<file path="src/rtl/fidmas_wb.sv">
`default_nettype none
// ============================================================================
// Module   : fidmas_wb
// Purpose  : In-order writeback FIFO behind the fidmas ALU; captures results
//            with derived zero/neg flags and presents them via valid/ready.
// Revision : 1.0  initial release
// ============================================================================
module fidmas_wb #(
  parameter int N     = 32,
  parameter int DEPTH = 4
) (
  input  logic                   clk,
  input  logic                   reset,
  input  logic                   in_valid,
  output logic                   in_ready,
  input  logic                   in_car,
  input  logic [N-1:0]           in_outh,
  input  logic [N-1:0]           in_out,
  input  logic [1:0]             in_s,
  input  logic                   in_float,
  input  logic                   flush,
  output logic                   wb_valid,
  input  logic                   wb_ready,
  output logic                   wb_car,
  output logic [N-1:0]           wb_outh,
  output logic [N-1:0]           wb_out,
  output logic [1:0]             wb_s,
  output logic                   wb_float,
  output logic                   wb_zero,
  output logic                   wb_neg,
  output logic [$clog2(DEPTH):0] level
);

  localparam int AW = $clog2(DEPTH);
  localparam int LW = AW + 1;
  localparam logic [LW-1:0] C_FULL = LW'(DEPTH);

  typedef struct packed {
    logic         car;
    logic [N-1:0] outh;
    logic [N-1:0] res;
    logic [1:0]   s;
    logic         fl;
    logic         zero;
    logic         neg;
  } entry_t;

  entry_t        mem_q [DEPTH];
  logic [AW-1:0] wptr_q, wptr_d;
  logic [AW-1:0] rptr_q, rptr_d;
  logic [LW-1:0] level_q, level_d;
  logic          w_push, w_pop;
  logic          w_zero, w_neg;
  entry_t        w_entry;
  entry_t        w_head;

  assign in_ready = (level_q < C_FULL);
  assign wb_valid = (level_q != '0);
  assign w_push   = in_valid && in_ready;
  assign w_pop    = wb_valid && wb_ready;
  assign level    = level_q;

  // Flags follow the op class: mul/div looks at the high word, float ignores
  // the sign bit for zero so both signed zeros report zero.
  always_comb begin
    w_zero = (in_out == '0);
    w_neg  = in_out[N-1];
    if (in_float) begin
      w_zero = (in_out[N-2:0] == '0);
    end else if (in_s[1]) begin
      w_zero = (in_outh == '0) && (in_out == '0);
      w_neg  = in_outh[N-1];
    end
  end

  always_comb begin
    w_entry      = '0;
    w_entry.car  = in_car;
    w_entry.outh = in_outh;
    w_entry.res  = in_out;
    w_entry.s    = in_s;
    w_entry.fl   = in_float;
    w_entry.zero = w_zero;
    w_entry.neg  = w_neg;
  end

  always_comb begin
    wptr_d  = wptr_q;
    rptr_d  = rptr_q;
    level_d = level_q;
    if (flush) begin
      wptr_d  = '0;
      rptr_d  = '0;
      level_d = '0;
    end else begin
      if (w_push) wptr_d = wptr_q + AW'(1);
      if (w_pop)  rptr_d = rptr_q + AW'(1);
      case ({w_push, w_pop})
        2'b10:   level_d = level_q + LW'(1);
        2'b01:   level_d = level_q - LW'(1);
        default: level_d = level_q;
      endcase
    end
  end

  always_ff @(posedge clk or posedge reset) begin
    if (reset) begin
      wptr_q  <= '0;
      rptr_q  <= '0;
      level_q <= '0;
    end else begin
      wptr_q  <= wptr_d;
      rptr_q  <= rptr_d;
      level_q <= level_d;
    end
  end

  always_ff @(posedge clk or posedge reset) begin
    if (reset) begin
      for (int i = 0; i < DEPTH; i++) mem_q[i] <= '0;
    end else if (w_push && !flush) begin
      mem_q[wptr_q] <= w_entry;
    end
  end

  assign w_head   = mem_q[rptr_q];
  assign wb_car   = w_head.car;
  assign wb_outh  = w_head.outh;
  assign wb_out   = w_head.res;
  assign wb_s     = w_head.s;
  assign wb_float = w_head.fl;
  assign wb_zero  = w_head.zero;
  assign wb_neg   = w_head.neg;

endmodule
`default_nettype wire

</file>
<file path="config.mk">
export PLATFORM = sky130hd
export DESIGN_NAME = fidmas_wb
export DESIGN_NICKNAME = d
export VERILOG_FILES = /design/src/rtl/fidmas_wb.sv
export SDC_FILE = /design/constraint.sdc
export NUM_CORES = 1
export LEC_CHECK = 0
export BUFFER_PORTS_ARGS = -buffer_cell sky130_fd_sc_hd__clkbuf_2
export CAP_MARGIN = 30
export CORE_UTILIZATION = 45
export DETAILED_ROUTE_END_ITERATION = 16
export PLACE_DENSITY = 0.63
export SYNTH_ARGS = -nofsm -noshare
export SYNTH_HDL_FRONTEND = slang
export SYNTH_SLANG_ARGS = --single-unit
</file>
<file path="constraint.sdc">
create_clock -name clk -period 12.19 [get_ports clk]
set_clock_uncertainty 0.05 [all_clocks]
set_input_delay 1.219 -clock clk [delete_from_list [all_inputs] [get_ports clk]]
set_output_delay 1.219 -clock clk [all_outputs]
set_load 0.01 [all_outputs]
</file>
## Yosys cells after proc, flatten, opt, wreduce, memory -nomap -nowiden

Cells that the tools add are included.

| word-level totals | value |
|---|---|
| output and inout port bits | 75 |
| logic and storage cells | 72 |
| register bits | 287 |

| cells by class | value |
|---|---|
| bitwise gates (word level) | 2 |
| add/subtract/negate cells | 4 |
| order comparisons | 4 |
| reductions and logical operators | 13 |
| equality and inequality tests | 2 |
| muxes and demuxes | 16 |

Operators by type and width:

| kind | number |
|---|---|
| $bwmux W280 | 1 |
| $mux W70 | 3 |
| $bmux W70 S2 | 1 |
| $demux W70 S2 | 1 |
| $logic_not A32 Y1 | 2 |
| $logic_not A31 Y1 | 1 |
| $mux W2 | 4 |
| $ge A3 B3 Y1 const B | 2 |
| $not A2 Y3 | 2 |
| $pmux W3 S2 | 1 |
| $reduce_bool A3 Y1 | 2 |
| $logic_and A1 B1 Y1 | 5 |
| $add A2 B1 Y2 const B | 2 |
| $mux W1 | 4 |
| $reduce_bool A2 Y1 | 2 |
| $add A3 B1 Y3 const B | 1 |
| $lt A3 B1 Y1 const B | 1 |
| $lt A3 B3 Y1 const B | 1 |
| $mux W3 | 1 |
| $sub A3 B1 Y3 const B | 1 |
| $eq A2 B1 Y1 const B | 1 |
| $eq A2 B2 Y1 const B | 1 |
| $logic_not A1 Y1 | 1 |

## Logic depth before layout (Yosys ltp)

| logic depth | value |
|---|---|
| depth after elaboration | 6 |
| mapped depth | 8 |

## Worst setup path before layout

Ideal clock, no wire load.

| timing | value |
|---|---|
| kind | reg2out |
| from | register rptr_q[0] |
| to | output wb_float |
| slack | 9.451 ns |
| data arrival time | 1.470 ns |
| cell stages (with the launch flop) | 4 |
| path buffers | 2 |
| data required time | 10.921 ns |
| cell sequence | dfrtp_1 > clkbuf_1 > buf_2 > mux4_2 |

| between the ends | value |
|---|---|
| cells in the longest elaborated chain, start to end | 4 |

Ends and longest elaborated chain:

| item | RTL line | source |
|---|---|---|
| start: declaration | 50 | `logic [AW-1:0] rptr_q, rptr_d;` |
| start signal: assignment | 113 | `rptr_q <= rptr_d;` |
| $not A2 Y3 (not written as such) | 126 | `assign w_head = mem_q[rptr_q];` |
| $bmux W70 S2 | 126 |  |
| $mux W70 (not written as such) (2 in a row) | 126 |  |
| end: declaration | 28 | `output logic wb_float,` |

No other way between the ends. The select of a mux whose other input is x is not followed.

## Final worst setup path

| timing | value |
|---|---|
| from | register rptr_q[0] |
| to | output wb_outh[23] |

| between the ends | value |
|---|---|
| cells in the longest elaborated chain, start to end | 4 |

Ends and longest elaborated chain:

| item | RTL line | source |
|---|---|---|
| $not A2 Y3 (not written as such) | 126 |  |
| $bmux W70 S2 | 126 |  |
| $mux W70 (not written as such) (2 in a row) | 126 |  |
| end: declaration | 25 | `output logic [N-1:0] wb_outh,` |

No other way between the ends. The select of a mux whose other input is x is not followed.

==> results.yml <==
status:
  run_status: "finished clean"
worst_hold_path:
  holdCritPathClass: "flip-flop to flip-flop"
  holdPathEnd: "mem_q[139]$_DFFE_PP0P_"
  min-delay-start: "mem_q[139]$_DFFE_PP0P_"
  hold_path_depth: 2
cells_and_area:
  synthToLayoutAreaGrowth_pct: 16.9
  final_cell_mix: "nand2_1, dfrtp_1, clkbuf_2, mux4_2, mux2_2"
  fin_util_pct: 53.5
  finalInstanceArea_um2: 14900
  layout_commonest_cell: "nand2_1"
  fin_nets: 1390
  final_cells: 1714
  antennaDiodeCount: 0
  drive_gt1_share_pct: 27.0
global_routing:
  grt_max_degree: 157
  overflow: 0
  grt_pass1_wl_um: 51900
  antenna_found_initial: 1
  grt_usage_pct: 23.1
  first_global_vias: 9249
clock_tree:
  path_clk_slew_ps: 60
  cts_root_buffer: "clkbuf_16"
  cts_tree: "yes"
  post-cts-setup-buffer-count: 0
  ctsResizeCount: 0
  cts_sinks: 287
  insertion_delay_ps: 560
  cts.htree.levels: 1
  hold_buffers: 0
  cts_made_buffers: 31
  clk_path_buf_depth: 3
critical_path:
  rr_worst_depth: 4
  r2r_slack_ps: 9380
  worstPathRequired_ps: 10920
  r2r_start: "level[2]$_DFFE_PP0P_"
  crit_arrival_ps: 2780
  critPathMaxFanout: 41
  worstSetupStartpointType: "flip-flop"
  endpoint_kind: "primary output"
  critPathKind: "flip-flop to primary output"
  r2r-end: "mem_q[188]$_DFFE_PP0P_"
route:
  final_antenna_net_count: 0
  wire_per_inst_um: 18.6
  drt_iter0_drc: 777
  vias_per_cell: 5.26
  finalWirelength_um: 31900
  via_count: 9012
  drt_first_pass_iters: 5
  drc: 0
floorplan:
  core.rowCount: 61
  die_w_um: 170
  design.die.area_um2: 28900
  die_height_um: 170
  num_io_pins: 148
  start_util_pct: 45.8
  core_um2: 27800
timing:
  setup_viol: 0
  rsz0062_at_grt: "no"
  worst_pin_slew_ps: 939
  relSlewSlack_pct: 37.4
  finalHoldViolations: 0
  fmax_mhz: 247
  hold_ws_ps: 418
  worst_slack_ps: 8140
  drv_slew: 0
  fin_crit_sh_pct: 33.2
  min_period_ps: 4050
  setup_tns_ps: 0
place:
  dp_cells: 1656
  place_congestion: 0.745
  dpl_cell_area_um2: 13800
  io_buffers: 147
  dp_slack_ps: 8530
  dp_hpwl_um: 19200
pwr:
  powerDensity_nw_per_um2: 252
  pwr-share-comb_pct: 30.5
  p_int_mw: 2.57
  clock_power_share_pct: 26.9
  p_sw_share_pct: 31.2
  ir_drop_v: 0.000126
  p_total_mw: 3.74
  switching_power_mw: 1.17
  p_seq_share_pct: 42.6
  power_leakage_nw: 7.43
yosys:
  synth_top_area_share_pct: 56.5
  synth_edf_count: 0
  yosys_register_bits: 287
  avgSynthCellArea_um2: 10.7
  ys_warn_count: 0
  syn_area_um2: 12700
  synth_flop_cell: "dfrtp_1"
  synthCells: 1191
  synthArstFlopShare_pct: 100
  netlist_top_cells_area: "dfrtp_1, nand2_1, mux4_2, mux2_2, buf_2"
  syn_nets: 1269
  synth_cell_type_count: 35
  ys_seq_area_share_pct: 56.5
  yosysTopAreaCell: "dfrtp_1"
run:
  drv_cap: 0
==> cells in the mapped netlist, types with 2 or more instances <==
| cell | number |
|---|---|
| and2_1 | 5 |
| o21ai_0 | 6 |
| nor4_1 | 13 |
| inv_1 | 7 |
| buf_2 | 26 |
| ha_1 | 4 |
| nand4_1 | 3 |
| xor2_1 | 2 |
| mux2_2 | 68 |
| o41ai_1 | 3 |
| buf_4 | 12 |
| a21oi_1 | 3 |
| nand2_1 | 616 |
| nor2b_1 | 2 |
| xnor2_1 | 2 |
| mux4_2 | 70 |
| nor3_1 | 2 |
| clkbuf_1 | 32 |
| or4_1 | 2 |
| or3_1 | 2 |
| mux2i_1 | 2 |
| nor2_1 | 10 |
| dfrtp_1 | 287 |
==> logic make-up after synthesis <==
group | share of synthesized area (%)
simple gates | 20.3
flops | 56.5
mux | 18.6
buf+inv | 2.91
compound gates | 0.964
fa+ha+maj | 0.551
xor+xnor | 0.275
==> routing by layer <==
layer	wire length, um	up-vias	part of all wire [%]	global-route usage, %
met5	0	-	0	0
met4	613	0	1.9	5.33
met3	1700	41	5.3	3.30
met2	15400	249	48	37.6
met1	14300	4570	45	32.9
li1	-	4152	-	-
==> worst max-delay path, cell delays in order, from the launching register on <==
cell and delay [ps]:
dfrtp_4 720, buf_4 370, buf_16 340, mux4_2 590
clkbuf_2 150
==> layout make-up <==
cell class | instances | area [um^2]
clock buffer | 42 | 857
multi-input combinational | 826 | 5180
fill | 2509 | 12900
timing repair buffer | 159 | 898
clock inverter | 15 | 239
tap | 378 | 473
sequential | 287 | 7190
inverter | 7 | 33.8
==> how the worst max path moves through the flow <==
stage,from,endpoint,slack (ps),depth (start not counted)
floorplan,reset,level[0]$_DFFE_PP0P_,3000,1
global placement,rptr_q[0]$_DFFE_PP0P_,wb_outh[28],8400,3
detailed placement,flush,mem_q[188]$_DFFE_PP0P_,8530,5
CTS,rptr_q[0]$_DFFE_PP0P_,wb_outh[28],8090,4
global route,rptr_q[0]$_DFFE_PP0P_,wb_outh[28],7980,4
finish,rptr_q[0]$_DFFE_PP0P_,wb_outh[23],8140,4
==> power groups by stage <==
stage	registers, mW	logic (mW)	clock network [mW]
floorplan	1.51	0.848	0
detailed placement	1.61	1.15	0
finish	1.60	1.14	1.01
CTS	1.60	1.16	1.03
global route	1.65	1.27	1.06
global placement	1.61	1.10	0
==> sequential cells by signal, summed over array words and instances (netlist names) <==
name / cells
mem_q: 280
rptr_q: 2
wptr_q: 2
level: 3
No activity file was read; power rests on OpenSTA's default activity.
